`config.mk`:
```
export PLATFORM = sky130hd
export DESIGN_NAME = mux41_d
export DESIGN_NICKNAME = d
export VERILOG_FILES = /design/src/rtl/mux41_pkg.sv /design/src/rtl/mux41_dec.sv /design/src/rtl/mux41_d.sv
export SDC_FILE = /design/constraint.sdc
export NUM_CORES = 1
export LEC_CHECK = 0
export ABC_AREA = 1
export ABC_CLOCK_PERIOD_IN_PS = 1000
export BUFFER_PORTS_ARGS = -buffer_cell sky130_fd_sc_hd__buf_2
export CAP_MARGIN = 20
export CORE_AREA = 2 2 39 41
export DETAILED_ROUTE_END_ITERATION = 6
export DIE_AREA = 0 0 41 43
export HOLD_SLACK_MARGIN = 0.15
export PLACE_DENSITY_LB_ADDON = 0.1
export SLEW_MARGIN = 20
export SYNTH_ARGS = -nofsm -noshare
export SYNTH_HDL_FRONTEND = slang
export SYNTH_SLANG_ARGS = --single-unit
```
`constraint.sdc`:
```
create_clock -name clk -period 1 [get_ports clk]
set_clock_uncertainty 0.1 [all_clocks]
set_input_delay 0.1 -clock clk [delete_from_list [all_inputs] [get_ports clk]]
set_output_delay 0.1 -clock clk [all_outputs]
set_load 0.005 [all_outputs]
```
`src/rtl/mux41_pkg.sv`:
```
// Shared constants and the select decode used by the 4:1 mux slice.
package mux41_pkg;

  localparam int LANES = 4;
  localparam int SEL_W = 2;

  function automatic logic [LANES-1:0] sel_to_onehot(input logic [SEL_W-1:0] s);
    logic [LANES-1:0] oh;
    oh    = '0;
    oh[s] = 1'b1;
    return oh;
  endfunction

endpackage

```
`src/rtl/mux41_dec.sv`:
```
// 2-to-4 one-hot decoder; every select code maps to exactly one set bit.
module mux41_dec
  import mux41_pkg::*;
(
  input  logic [SEL_W-1:0] sel,
  output logic [LANES-1:0] onehot
);

  always_comb begin
    onehot = sel_to_onehot(sel);
  end

endmodule

```
`src/rtl/mux41_d.sv`:
```
// 4:1 lane mux built as an AND-OR of one-hot gated lanes, with an
// optional output register selected at elaboration time.
module mux41_d
  import mux41_pkg::*;
#(
  parameter int DATA_W  = 1,
  parameter int REG_OUT = 1
) (
  input  logic                    clk,
  input  logic                    rst_n,
  input  logic [LANES*DATA_W-1:0] in,
  input  logic [SEL_W-1:0]        sel,
  input  logic                    in_valid,
  output logic [DATA_W-1:0]       out,
  output logic                    out_valid,
  output logic [LANES-1:0]        sel_onehot
);

  logic [LANES-1:0]  onehot;
  logic [DATA_W-1:0] mux_data;

  mux41_dec u_dec (
    .sel    (sel),
    .onehot (onehot)
  );

  always_comb begin
    mux_data = '0;
    for (int k = 0; k < LANES; k++) begin
      mux_data = mux_data | (in[k*DATA_W +: DATA_W] & {DATA_W{onehot[k]}});
    end
  end

  generate
    if (REG_OUT != 0) begin : g_reg
      logic [DATA_W-1:0] out_q;
      logic [LANES-1:0]  oh_q;
      logic              valid_q;

      // Data and decode only load on qualified cycles; valid follows in_valid.
      always_ff @(posedge clk or negedge rst_n) begin
        if (!rst_n) begin
          out_q   <= '0;
          oh_q    <= '0;
          valid_q <= 1'b0;
        end else begin
          if (in_valid) begin
            out_q <= mux_data;
            oh_q  <= onehot;
          end
          valid_q <= in_valid;
        end
      end

      assign out        = out_q;
      assign sel_onehot = oh_q;
      assign out_valid  = valid_q;
    end else begin : g_comb
      logic unused_clk_rst;
      assign unused_clk_rst = clk ^ rst_n;

      assign out        = mux_data;
      assign sel_onehot = onehot;
      assign out_valid  = in_valid;
    end
  endgenerate

endmodule

```
==> results.md <==
* Clk slew on worst S/H paths at 0.05 ns
* FF-to-FF setup slack at 0.15 ns
* Worst path cell trace: buf_2
* Crit Path Max Fanout at 2
* DR WL met2 at 272 um
* Top routing layer used: met4
* Cell Area, Synth at 266.5 um2
* Worst path slowest cell: dfrtp_1
* Synth area leader: dfrtp_1
* First-pass detailed-route iteration total at 4
* Filler cells at 158
* Critical path buffers and inverters at 1
* Die ar. at 1763 um2
* Post-synth EDFFs at 0
* Largest stage delay on the critical path at 0.37 ns
* Worst setup path category: reg2out
* Core area at 1384 um2
* Synth cell count leaders: nor2_1 (7), dfrtp_1 (6), nand2_1 (5)
* N_diodes at 0
* Final slew viol count at 0
* Fin. Hold Viols at 1
* Layout cells sized above 1 at 32.65%
* Min-Delay Path Class: in2reg
* Final net count at 60
* Max transition margin at 88.52%
* Syn_area_per_cell at 9.190 um2
* Status: finished with violations
* Largest net degree at the start of global routing at 11
* Clock sinks at 6
* Avg WL per Cell at 8.754 um
* Failing checks: hold timing
* Die height at 43 um
* Netlist cell types at 8
* Fin crit period at 0.9426 ns
* Fin util at 30.56%
* Max Cap Viol at 0
* Worst skew pair latency at 0.24 ns
* Nature of the critical path startpoint: flop
* Syn_nets at 38
* Post-route setup TNS at 0 ns
* CTS tree: built
* Vias in the first global route at 253
* GRT overflow at 0
* CP Capture Type: output port
* Root buffer cell: clkbuf_4
* Total CTS buffers at 3
* Remaining antenna violation count after routing at 0
* GRT Util Overall at 9.596%
* Area grow syn2layout at 58.69%
* Arr. time, crit path at 0.74 ns
* Core Rows at 14
* Drc violations at 0
* Crit path max-delay family: flip-flops
* Metal-1 WL at 231 um
* Yosys top cell area share at 56.34%
* WP data required at 0.80 ns
* Synth area leaders: dfrtp_1 (56%), nor2_1 (9.9%), nand3_1 (7.5%)
* Ys flop type: dfrtp_1
* Worst-margin pin slew at 0.1721 ns
* PortBufs at 14
* Starting density of the core at 19.26%
* Seq/Total Area, Yosys at 56.34%
* Total length of routed met3 wires at 46 um
* Final wirelength at 569 um
* Die X at 41 um
* H-tree depth at 1
* RSZ-0062 raised after global routing: no
* RD Place Congestion at 0.6633
* Asr flop ratio synth at 100.0%
* CTS hold repair buffers at 7
* Pwr dens at 1417 nW/um2
* Leak at 0.0002130 uW
* Synthesized instance count at 29
* Synth warnings at 0
* Drt initial violations at 6
* Tcrit/Tclk final at 94.26%
* Hold WS at -0.02123 ns
* Buffer depth of the longest clock path at 2
* Routed vias/inst at 3.954
* Count leader, synth: nor2_1
* Antenna violations before repair at 0
* Vias at 257
* Endpoints failing setup at 0
* I/O pin count at 15
* Worst vdd ir at 0.3628 mV
* Yosys reg bits at 6
* Fmax at 1061 MHz
* First-pass GRT wire length at 1.007 mm
## cells by family after synthesis
family | Yosys count | synth area share (%)
and+or+nand+nor | 16 | 24.42
AOI/OAI and AO/OA | 3 | 5.632
buffers and inverters | 3 | 7.981
muxes | 1 | 5.632
DFF | 6 | 56.34
## metrics by stage
| stage | power [uW] | hold WS [ns] | worst slack, ns | std cells | instance area [um2] |
|---|---|---|---|---|---|
| floorplan | 321.1 | -0.2956 | 0.1517 | 29 | 266.5 |
| global placement | 366.9 | -0.1706 | 0.1637 | 58 | 342.8 |
| detailed placement | 368.0 | -0.1666 | 0.1537 | 58 | 342.8 |
| CTS | 613.7 | -0.02553 | 0.02009 | 68 | 435.4 |
| global route | 645.2 | -0.02116 | 0.0007664 | 65 | 422.9 |
| finish | 599.3 | -0.02123 | 0.05736 | 65 | 422.9 |
## where the power goes
part           internal (uW)  switching, uW
combinational           57.7           46.3
clock                    136           84.3
sequential               265           10.2
total                    459            141
## sequential cells by signal, summed over array words and instances (netlist names)
| signal | flops |
|---|---|
| sel_onehot | 4 |
| out | 1 |
| out_valid | 1 |
## path summary, 6_finish.rpt
check / depth (start not counted) / end / startpoint
max: 1 / out / out
min: 1 / out_valid / in_valid
max reg2reg: 1 / sel_onehot[0] / sel_onehot[0]
min reg2reg: 2 / out / out
max in group asynchronous: 2 / sel_onehot[0] / rst_n
min in group asynchronous: 2 / out_valid / rst_n
## final cells by class
class                   count  area (um2)  share of cell area (%)
well taps                  16       20.02                   4.734
repair buffers             18       125.1                   29.59
clock buffers               3       22.52                   5.325
inverters                   2       7.507                   1.775
flip-flops and latches      6       150.1                   35.50
multi-input cells          20       97.59                   23.08
## per-layer routing
layer  up-vias  GRT usage (%)
met5         -              0
met4         0          14.00
met3         2          3.141
met2        12          11.88
met1       107          9.836
li1        136              -
## placed cells by master, fill, tap and decap left out
| cell type | synthesis | routed |
|---|---|---|
| nor2_1 | 7 | 7 |
| nand2_1 | 5 | 4 |
| clkbuf_4 | 0 | 3 |
| mux2_4 | 1 | 1 |
| buf_2 | 0 | 11 |
| dfrtp_1 | 6 | 6 |
| dlygate4sd3_1 | 0 | 7 |
| nand2_2 | 0 | 1 |
| nand3_1 | 4 | 4 |
| a21oi_1 | 3 | 3 |
| inv_1 | 2 | 2 |
## what timing repair did
item	CTS	global route
resized for setup	0	1
endpoints found under the setup margin	0	1
setup buffers	0	0
endpoints found under the hold margin	12	8
Power figures use the tool's default switching activity.
